[src/rtl/score_digit_entry_pkg.sv]
// Shared types and constants for the decimal score entry block.
// Holds the FSM encoding, digit and accumulator sizing, and the saturation compare.
package score_digit_entry_pkg;

  localparam int unsigned     NUM_DIGITS = 3;
  localparam logic [7:0]      MAX_VALUE  = 8'd255;
  localparam logic [3:0]      DIGIT_MAX  = 4'd9;
  localparam int unsigned     ACC_W      = 10;

  typedef enum logic [1:0] {
    ST_ENTRY = 2'd0,
    ST_CONV  = 2'd1,
    ST_DONE  = 2'd2
  } state_t;

  function automatic logic acc_over(input logic [ACC_W-1:0] acc, input logic [7:0] lim);
    return acc > {{(ACC_W-8){1'b0}}, lim};
  endfunction

endpackage

[src/rtl/score_digit_entry_mac10.sv]
// Combinational multiply-by-ten-and-add step used by the conversion loop.
// The x10 is built from two shifts so no multiplier is inferred.
module bcd_mac10
  import score_digit_entry_pkg::*;
(
  input  logic [ACC_W-1:0] i_acc,
  input  logic [3:0]       i_digit,
  output logic [ACC_W-1:0] o_sum
);

  logic [ACC_W-1:0] w_x8;
  logic [ACC_W-1:0] w_x2;

  assign w_x8  = i_acc << 3;
  assign w_x2  = i_acc << 1;
  assign o_sum = w_x8 + w_x2 + {{(ACC_W-4){1'b0}}, i_digit};

endmodule

[src/rtl/score_digit_entry.sv]
// Keyed decimal entry (up to three digits) converted to a saturated 8-bit score,
// delivered over a valid/ready handshake; digits are echoed for the display decoders.
module score_digit_entry
  import score_digit_entry_pkg::*;
#(
  parameter int unsigned NUM_DIGITS = score_digit_entry_pkg::NUM_DIGITS,
  parameter logic [7:0]  MAX_VALUE  = score_digit_entry_pkg::MAX_VALUE
) (
  input  logic       clk,
  input  logic       resetn,
  input  logic [3:0] digit_in,
  input  logic       digit_push,
  input  logic       enter,
  input  logic       clear,
  input  logic       value_ready,
  output logic [7:0] value,
  output logic       value_valid,
  output logic       overflow,
  output logic       busy,
  output logic [3:0] dig2,
  output logic [3:0] dig1,
  output logic [3:0] dig0
);

  localparam logic [1:0] LAST_IDX = 2'(NUM_DIGITS - 1);

  state_t           r_state, w_state_nxt;
  logic [3:0]       r_dig2, r_dig1, r_dig0;
  logic [3:0]       w_dig2_nxt, w_dig1_nxt, w_dig0_nxt;
  logic [ACC_W-1:0] r_acc, w_acc_nxt;
  logic [1:0]       r_idx, w_idx_nxt;
  logic [7:0]       r_value, w_value_nxt;
  logic             r_valid, w_valid_nxt;
  logic             r_ovf, w_ovf_nxt;

  logic [3:0]       w_mac_digit;
  logic [ACC_W-1:0] w_mac_sum;
  logic             w_mac_over;

  always_comb begin
    case (r_idx)
      2'd2:    w_mac_digit = r_dig2;
      2'd1:    w_mac_digit = r_dig1;
      default: w_mac_digit = r_dig0;
    endcase
  end

  bcd_mac10 u_mac (
    .i_acc   (r_acc),
    .i_digit (w_mac_digit),
    .o_sum   (w_mac_sum)
  );

  assign w_mac_over = acc_over(w_mac_sum, MAX_VALUE);

  always_comb begin
    w_state_nxt = r_state;
    w_dig2_nxt  = r_dig2;
    w_dig1_nxt  = r_dig1;
    w_dig0_nxt  = r_dig0;
    w_acc_nxt   = r_acc;
    w_idx_nxt   = r_idx;
    w_value_nxt = r_value;
    w_valid_nxt = r_valid;
    w_ovf_nxt   = r_ovf;

    // clear overrides everything; value itself is left as last delivered
    if (clear) begin
      w_state_nxt = ST_ENTRY;
      w_dig2_nxt  = '0;
      w_dig1_nxt  = '0;
      w_dig0_nxt  = '0;
      w_acc_nxt   = '0;
      w_idx_nxt   = '0;
      w_valid_nxt = 1'b0;
      w_ovf_nxt   = 1'b0;
    end else begin
      case (r_state)
        ST_ENTRY: begin
          if (enter) begin
            w_state_nxt = ST_CONV;
            w_acc_nxt   = '0;
            w_idx_nxt   = LAST_IDX;
          end else if (digit_push && (digit_in <= DIGIT_MAX)) begin
            w_dig2_nxt = r_dig1;
            w_dig1_nxt = r_dig0;
            w_dig0_nxt = digit_in;
          end
        end
        ST_CONV: begin
          w_acc_nxt = w_mac_sum;
          w_idx_nxt = r_idx - 2'd1;
          if (r_idx == 2'd0) begin
            w_state_nxt = ST_DONE;
            w_value_nxt = w_mac_over ? MAX_VALUE : w_mac_sum[7:0];
            w_ovf_nxt   = w_mac_over;
            w_valid_nxt = 1'b1;
          end
        end
        ST_DONE: begin
          if (r_valid && value_ready) begin
            w_state_nxt = ST_ENTRY;
            w_valid_nxt = 1'b0;
            w_dig2_nxt  = '0;
            w_dig1_nxt  = '0;
            w_dig0_nxt  = '0;
          end
        end
        default: w_state_nxt = ST_ENTRY;
      endcase
    end
  end

  always_ff @(posedge clk) begin
    if (!resetn) begin
      r_state <= ST_ENTRY;
      r_dig2  <= '0;
      r_dig1  <= '0;
      r_dig0  <= '0;
      r_acc   <= '0;
      r_idx   <= '0;
      r_value <= '0;
      r_valid <= 1'b0;
      r_ovf   <= 1'b0;
    end else begin
      r_state <= w_state_nxt;
      r_dig2  <= w_dig2_nxt;
      r_dig1  <= w_dig1_nxt;
      r_dig0  <= w_dig0_nxt;
      r_acc   <= w_acc_nxt;
      r_idx   <= w_idx_nxt;
      r_value <= w_value_nxt;
      r_valid <= w_valid_nxt;
      r_ovf   <= w_ovf_nxt;
    end
  end

  assign value       = r_value;
  assign value_valid = r_valid;
  assign overflow    = r_ovf;
  assign busy        = (r_state != ST_ENTRY);
  assign dig2        = r_dig2;
  assign dig1        = r_dig1;
  assign dig0        = r_dig0;

endmodule

[config.mk]
export PLATFORM = sky130hd
export DESIGN_NAME = score_digit_entry
export DESIGN_NICKNAME = d
export VERILOG_FILES = /design/src/rtl/score_digit_entry_pkg.sv /design/src/rtl/score_digit_entry_mac10.sv /design/src/rtl/score_digit_entry.sv
export SDC_FILE = /design/constraint.sdc
export NUM_CORES = 1
export LEC_CHECK = 0
export CAP_MARGIN = 20
export CORE_MARGIN = 3
export CORE_UTILIZATION = 52
export CTS_BUF_LIST = sky130_fd_sc_hd__clkbuf_8 sky130_fd_sc_hd__clkbuf_16
export CTS_CLUSTER_DIAMETER = 150
export DETAILED_ROUTE_END_ITERATION = 6
export PLACE_DENSITY = 0.79
export REMOVE_ABC_BUFFERS = 1
export SLEW_MARGIN = 20
export SYNTH_ARGS = -nofsm -noshare
export SYNTH_HDL_FRONTEND = slang
export SYNTH_SLANG_ARGS = --single-unit
[constraint.sdc]
create_clock -name clk -period 4.25 [get_ports clk]
set_input_delay 0.85 -clock clk [delete_from_list [all_inputs] [get_ports clk]]
set_output_delay 0.85 -clock clk [all_outputs]
set_load 0.05 [all_outputs]
Word level (Yosys, flattened, before mapping)
Index checks and enable logic that the tools add are counted.
Cells by class
  multiplexer cells: 23
  magnitude comparators: 2
  $add $sub $neg: 3
  equal/unequal tests: 9
  reduce and logical (&&, ||, !) cells: 15
  bitwise logic cells: 2
Operators with widths (count)
  $pmux W4 S2: 4
  $mux W4: 7
  $pmux W9 S2: 1
  $add A10 B10 Y10: 1
  $add A10 B4 Y10: 1
  $gt A10 B8 Y1 const B: 1
  $ne A2 B2 Y1 const B: 5
  $mux W9: 1
  $reduce_and A3 Y1: 3
  $mux W2: 4
  $mux W8: 1
  $reduce_bool A2 Y1: 4
  $pmux W2 S3: 1
  $eq A2 B1 Y1 const B: 2
  $eq A2 B2 Y1 const B: 2
  $le A4 B4 Y1 const B: 1
  $logic_not A2 Y1: 2
  $pmux W2 S2: 1
  $reduce_and A2 Y1: 2
  $reduce_and A4 Y1: 1
  $logic_and A1 B1 Y1: 2
  $mux W1: 2
  $not A1 Y1: 2
  $pmux W1 S2: 1
  2 further kinds: 2
Storage, ports and cells
  input port bits: 10
  output and inout port bits: 23
  word-level logic and storage cells: 63
  flip-flop bits (word level): 35

Depth between registers and ports, before layout
Gate-level depths: netlist of run 1.
  depth after elaboration: 5
  depth in mapped cells: 14
  gate-level depth less buffers: 13

Cells and area by module
Synthesis of run 1 repeated with hierarchy kept, for this count alone.
Unflattened totals
  cell total of the unflattened synthesis: 215
  area, all modules: 2039.5 um2
Modules (own cells, without submodules)
  score_digit_entry: cells an instance 169, times used 1, area each 1621.6 um2, seq. area each 720.7 um2
  bcd_mac10: cells an instance 46, times used 1, area each 417.9 um2, seq. area each 0.0 um2

Least setup slack after synthesis of run 1
OpenSTA, ideal clock, no wires.
  path kind: register -> register
  start: register r_idx[0]
  end: register r_ovf, in the netlist overflow
  path slack: 1251 ps
  arrival: 2865 ps
  buffers on the path: 1
  data required time: 4116 ps
  cell stages (with the launch flop): 13
  setup time: 134 ps
  period minus slack after synthesis: 2999 ps
  cell sequence: dfxtp_1 -> inv_1 -> ha_1 -> clkbuf_1 -> o21ai_0 -> fa_1 -> inv_1 -> ha_1 -> a21oi_1 -> a211oi_1 -> or3_1 -> a21oi_4 -> a311oi_2
Between the ends
  longest elaborated chain between the ends: 4
  elaborated cells between the ends (all ways): 7
  those cells by class: 1 x add/sub; 1 x order compare; 2 x eq/ne; 1 x mux; 2 x reduce/logical
RTL lines
  start, declared: line score_digit_entry.sv:31  | logic [1:0] r_idx, w_idx_nxt;
  start signal, assigned: line score_digit_entry.sv:131  | r_idx <= w_idx_nxt;
  $eq A2 B1 Y1 or $eq A2 B2 Y1 (tied branches): line score_digit_entry.sv:41  | case (r_idx)
  $pmux W4 S2: line score_digit_entry.sv:41
  $add A10 B4 Y10: line score_digit_entry_mac10.sv:16  | assign o_sum = w_x8 + w_x2 + {{(ACC_W-4){1'b0}}, i_digit};
  $gt A10 B8 Y1: line score_digit_entry_pkg.sv:17  | return acc > {{(ACC_W-8){1'b0}}, lim};
  end signal, assigned: line score_digit_entry.sv:134  | r_ovf <= w_ovf_nxt;
  end, declared: line score_digit_entry.sv:34  | logic r_ovf, w_ovf_nxt;
Parallel ways exist; a longest one is shown, timed or not.
A chain may end at the register's enable or synchronous reset.

Worst setup path after layout of run 1
Same ends and word-level chain as after synthesis.

==> results of run 1 <==
synth_stat cells (3+ instances only):
library cell / instances / area, µm²
ha_1: 17 / 213
dfxtp_1: 35 / 701
clkbuf_1: 7 / 26.3
a21oi_1: 19 / 95.1
nand2b_1: 3 / 18.8
a22oi_1: 24 / 180
o21ai_0: 14 / 70.1
nand2_1: 7 / 26.3
inv_1: 12 / 45.0
xnor2_1: 3 / 26.3
nand3b_1: 3 / 22.5
nor2_1: 36 / 135
per-stage QoR:
| step | cells | area, µm² | hold WS [ps] |
|---|---|---|---|
| after floorplan | 205 | 1830 | 440 |
| after global placement | 283 | 2200 | 458 |
| after detailed placement | 283 | 2200 | 457 |
| after CTS | 290 | 2290 | 466 |
| after global routing | 290 | 2290 | 481 |
| final | 290 | 2290 | 464 |
critical path, stage by stage, from the launching register on:
cell and delay [ps]:
dfxtp_1 330, inv_1 80, ha_1 400, nand2_1 80, o21ai_0 100, fa_1 550
inv_1 60, ha_1 190, a21oi_1 210, a211oi_1 110, or3_1 420, a21oi_4 300
a311oi_2 130
routing by layer:
layer  routed length (µm)  vias up  part of all wire  global-route usage
li1                     -      823                 -                   -
met1                 2040      766              0.51               0.297
met2                 1750       28              0.44               0.295
met3                  174        7             0.043              0.0578
met4                   46        0             0.011              0.0751
met5                    0        -                 0                   0
cell type report:
type                       instances  area, µm²
inverter                          12       45.0
fill                             292       1090
clock buffer                       6       82.6
sequential                        35        701
multi-input combinational        158       1080
clock inverter                     1       5.00
timing repair buffer              32        320
tap                               46       57.6
worst max-delay path by stage:
stage / from / endpoint / slack, ps / cells after the start
after floorplan: dig2[3] / overflow / 1280 / 11
after global placement: r_idx[0] / overflow / 1170 / 12
after detailed placement: r_idx[0] / overflow / 1120 / 12
after CTS: r_idx[0] / overflow / 1110 / 12
after global routing: r_idx[0] / value[3] / 910 / 12
final: r_idx[0] / overflow / 1140 / 12
registers in the layout (all words and copies together), names as in the netlist, 2 cells and up:
name	flops
r_idx	2
r_acc	9
dig1	4
dig2	4
r_state	2
dig0	4
value	8
logic make-up (layout without fill, tap and decap cells):
logic type	count (synthesis)	in the layout
mux	2	2
compound gates	70	70
xor+xnor	5	5
fa+ha+maj	19	19
simple gates	62	62
flops	35	35
buf+inv	22	51
where the power goes:
| group | internal, mW | switching [mW] | leakage (nW) |
|---|---|---|---|
| Sequential | 0.333 | 0.00405 | 0.283 |
| Clock | 0.127 | 0.111 | 0.0470 |
| Combinational | 0.0292 | 0.0492 | 0.572 |
| Total | 0.490 | 0.165 | 0.902 |
==> results by group, run 1 <==
Yosys
  • Multiplexer share of the synthesized area: 0.0107
  • Number of synthesized flops with an enable pin: 0
  • Post-synth ARST share: 0
  • Largest family of logic cells by synthesized area: compound AO/OA/AOI/OAI gates
  • Adder-cell share of the synthesized area: 0.135
  • Mapped cell area: 0.00187 mm²
  • Synth unique cells: 39
  • Synth Instances: between 200 and 250
  • Simple-gate share of the synthesized area: 0.158
  • Avg Inst Size Synth: 8.68 µm²
  • XOR/XNOR Fraction of Synth Area: 0.0235
  • Register bit total from synthesis: 35
  • Register area share after synthesis: 0.375
  • Top_reg_cell synth: dfxtp_1
  • Compound-cell area share of the yosys netlist: 0.252
  • Ys Warns: 0

Cells and area
  • Ratio of cells with drive above 1 in the final layout: 0.0574
  • Nets: approximately 270
  • Antenna cell count: 0
  • Core Util, Final: 0.677
  • Commonest non-fill, non-tap cells in the layout: 36 x nor2_1, 35 x dfxtp_1, 32 x clkdlybuf4s50_1
  • Most common cell after layout, fill and taps aside: nor2_1
  • Area Overhead vs Synth: 22.9%

Critical path
  • Setup slack, reg-to-reg: approximately 1100 ps
  • Crit path kind: flip-flop to flip-flop
  • Worst Path Max Fanout: 9
  • Data arrival, critical path: 3260 ps
  • Depth of the most critical reg-to-reg path: 12
  • CP Capture Type: flip-flop
  • CP startpoint kind: flip-flop
  • Reg-to-reg endpoint: overflow
  • CP required: roughly 4400 ps
  • RR Startpoint: r_idx[0]

Pwr
  • Static Leak: approximately 0.90 nW
  • Cell area power density: around 290 mW/mm²
  • Tot Pwr: 0.654 mW
  • VDD IR-drop max: around 0.00024 V

Global routing
  • Initial antenna violation count: 0
  • First-pass GRT wire length: 7040 µm
  • Largest net degree at the start of global routing: 28
  • Overall global routing resource usage: 0.208
  • Gr ovfl total: 0
  • Vias in the first global route: 1574

Worst hold path
  • Worst min path class: flip-flop to flip-flop
  • Hold path cells: 2
  • Worst hold endpoint: r_acc[7]
  • HP Start: r_acc[7]

Die
  • Starting density of the core: 0.551
  • Core ar.: roughly 0.0034 mm²
  • Die area: roughly 0.0043 mm²
  • Y dimension of the die: 65.9 µm
  • FP Rows: 21
  • Die X: roughly 66 µm
  • IO Pins: 33

Outcome
  • Status: finished clean

Place
  • Dpl ws: 1120 ps
  • Detailed placement HPWL: approximately 3000 µm
  • Buffers on Ports: 32
  • Routability cong.: 0.920

Clock tree
  • CTS Hold Bufs: 0
  • TritonCTS Sinks: 35
  • CTS clk-pin slew, worst paths: roughly 70 ps
  • Post-CTS repair timing setup buffer count: 0
  • H-tree Lvls: 2
  • CTS tree: yes
  • PostCTS Resize Cnt: 0
  • Root Driver: clkbuf_8
  • Bufs on Longest Clock Path: 2
  • Cts bufs inserted: 5
  • Clock latency on the worst-skew pair: 290 ps

Drt
  • Routed WL per cell: 13.8 µm
  • Routed Antenna Nets: 0
  • DR iter-0 viols: 75
  • TritonRoute pass-1 iters: 4
  • Routed vias: around 1600
  • Post-route DRC: 0
  • Drt total wl: 4000 µm
  • Via-to-Cell Ratio: 5.60

Timing
  • Crit path time final: ~3100 ps
  • Measured slew at the worst slew-check pin: 955 ps
  • Setup TNS: 0 ps
  • Max_slew headroom: 0.362
  • Clock skew: 4.77 ps
  • Ratio of final minimum period to clock period: 0.731
  • Count of final hold-check violations: 0
  • Max Slew Vio Count: 0
  • Setup ws final: between 1000 and 1500 ps
  • Unrepaired setup endpoints after global routing: false
  • Final setup viols: 0
  • Fmax: between 300 and 400 MHz

Run
  • Max-Cap Viols: 0
Note: power is estimated with default switching activity, not from simulation.
==> run 2: changes to the inputs <==
Clock period 4.25 ns to 3 ns, I/O delays scaled along.
==> run 2 against run 1 <==
- die area did not move
- power grew 42%
- routed wire length is 10% higher
- critical path depth is 1 higher
- utilization grew 5.0 points
- cell count is 5.2% higher
- critical path type unchanged
==> results by group, run 2 (synthesis results as in run 1) <==
Outcome
  • Status: finished clean

Place
  • Buffers on Ports: 32
  • Detailed placement HPWL: just over 3000 µm
  • Routability cong.: between 0.8 and 0.9

Timing
  • Count of final hold-check violations: 0
  • Clock skew: ~5.3 ps
  • Setup TNS: 0 ps
  • Ratio of final minimum period to clock period: 0.960
  • Fmax: 347 MHz
  • Measured slew at the worst slew-check pin: a little under 700 ps
  • Max_slew headroom: 0.550
  • Max Slew Vio Count: 0
  • Final setup viols: 0
  • WHS: roughly 460 ps
  • Crit path time final: around 2900 ps

Clock tree
  • CTS clk-pin slew, worst paths: about 70 ps
  • TritonCTS Sinks: 35
  • Bufs on Longest Clock Path: 2
  • Root Driver: clkbuf_8
  • Cts bufs inserted: 5
  • Clock latency on the worst-skew pair: 290 ps
  • H-tree Lvls: 2
  • CTS Hold Bufs: 0
  • CTS tree: yes

Critical path
  • CP startpoint kind: flip-flop
  • Worst Path Max Fanout: 5
  • Setup slack, reg-to-reg: 120 ps
  • CP endpoint: overflow
  • Setup crit start: r_idx[0]
  • RR Startpoint: r_idx[0]
  • Depth of the most critical reg-to-reg path: 13
  • Crit path kind: flip-flop to flip-flop
  • Reg-to-reg endpoint: overflow
  • CP required: ~3200 ps
  • CP Capture Type: flip-flop
  • Data arrival, critical path: between 3000 and 4000 ps

Die
  • Die X: between 60 and 70 µm
  • Core ar.: 0.00339 mm²
  • Starting density of the core: 0.551
  • IO Pins: 33
  • FP Rows: 21
  • Y dimension of the die: around 66 µm
  • Die area: between 0.004 and 0.005 mm²

Drt
  • DR iter-0 viols: between 100 and 150
  • Post-route DRC: 0
  • Routed Antenna Nets: 0
  • Routed WL per cell: ~14 µm
  • Routed vias: about 1700
  • Drt total wl: approximately 4400 µm
  • TritonRoute pass-1 iters: 5
  • Via-to-Cell Ratio: between 5 and 6

Worst hold path
  • Worst min path class: flip-flop to flip-flop

Cells and area
  • Nets: approximately 290
  • Most common cell after layout, fill and taps aside: nor2_1
  • Area Overhead vs Synth: 32.0%
  • Commonest non-fill, non-tap cells in the layout: 36 x nor2_1, 34 x dfxtp_1, 32 x clkdlybuf4s50_1
  • Core Util, Final: 0.727
  • Max reg flops: 9
  • Antenna cell count: 0
  • Ratio of cells with drive above 1 in the final layout: 0.166
  • Top reg by flops: r_acc

Pwr
  • VDD IR-drop max: approximately 0.00031 V
  • Cell area power density: between 300 and 400 mW/mm²
  • Static Leak: 0.968 nW

Global routing
  • Overall global routing resource usage: 0.215
  • Largest net degree at the start of global routing: 17
  • First-pass GRT wire length: roughly 7200 µm
  • Initial antenna violation count: 0
  • Vias in the first global route: approximately 1500
  • Gr ovfl total: 0

Run
  • Max-Cap Viols: 0
run 2: worst min-delay path by stage:
stage,depth (start not counted),from,endpoint
detailed placement,2,r_acc[7],r_acc[7]
global placement,2,r_acc[7],r_acc[7]
global route,2,r_acc[7],r_acc[7]
floorplan,2,r_acc[7],r_acc[7]
CTS,2,r_acc[7],r_acc[7]
finish,2,r_acc[7],r_acc[7]
run 2: power by group:
group	internal [mW]	switching, mW	total [mW]
registers	0.472	0.00628	0.479
logic	0.0508	0.0741	0.125
clock network	0.159	0.169	0.328
total	0.682	0.250	0.932
run 2: repair_timing:
action | 4_1_cts | 5_1_grt
setup endpoints to repair | 9 | 10
gates cloned | 1 | 0
resized for setup | 5 | 15
setup buffers | 0 | 1
pin swaps | 1 | 7
run 2: worst max-delay path, cell delays in order (launching register included):
cell	delay [ps]
dfxtp_1	350
inv_2	70
ha_2	200
a22oi_1	170
a21oi_1	100
ha_1	290
ha_1	210
inv_1	90
fa_2	240
nor2b_4	50
o31a_1	320
o311ai_4	350
a21oi_4	90
a311oi_2	260
run 2: final cells by class:
type | instances | area, µm²
Timing Repair Buffer | 45 | 418
Inverter | 12 | 45.0
Fill cell | 260 | 925
Tap cell | 46 | 57.6
Multi-Input combinational cell | 159 | 1160
Sequential cell | 35 | 702
Clock buffer | 5 | 68.8
Clock inverter | 3 | 15.0
run 2: layer usage:
metal	GRT usage	share of wire	routed length, µm	vias to the layer above
met1	0.316	0.49	2150	793
met2	0.304	0.45	2000	50
met3	0.0578	0.055	245	2
met4	0.0622	0.0054	24	0
met5	0	0	0	-
li1	-	-	-	858
run 2: per-stage QoR:
stage,instance area [µm²],setup slack [ps],total power [mW],cells
2_1_floorplan,1830,25.8,0.558,205
3_3_place_gp,2290,12.5,0.606,295
3_5_place_dp,2290,-17.0,0.606,295
4_1_cts,2400,33.2,0.931,304
5_1_grt,2460,-0.225,0.971,305
6_report,2460,120,0.932,305
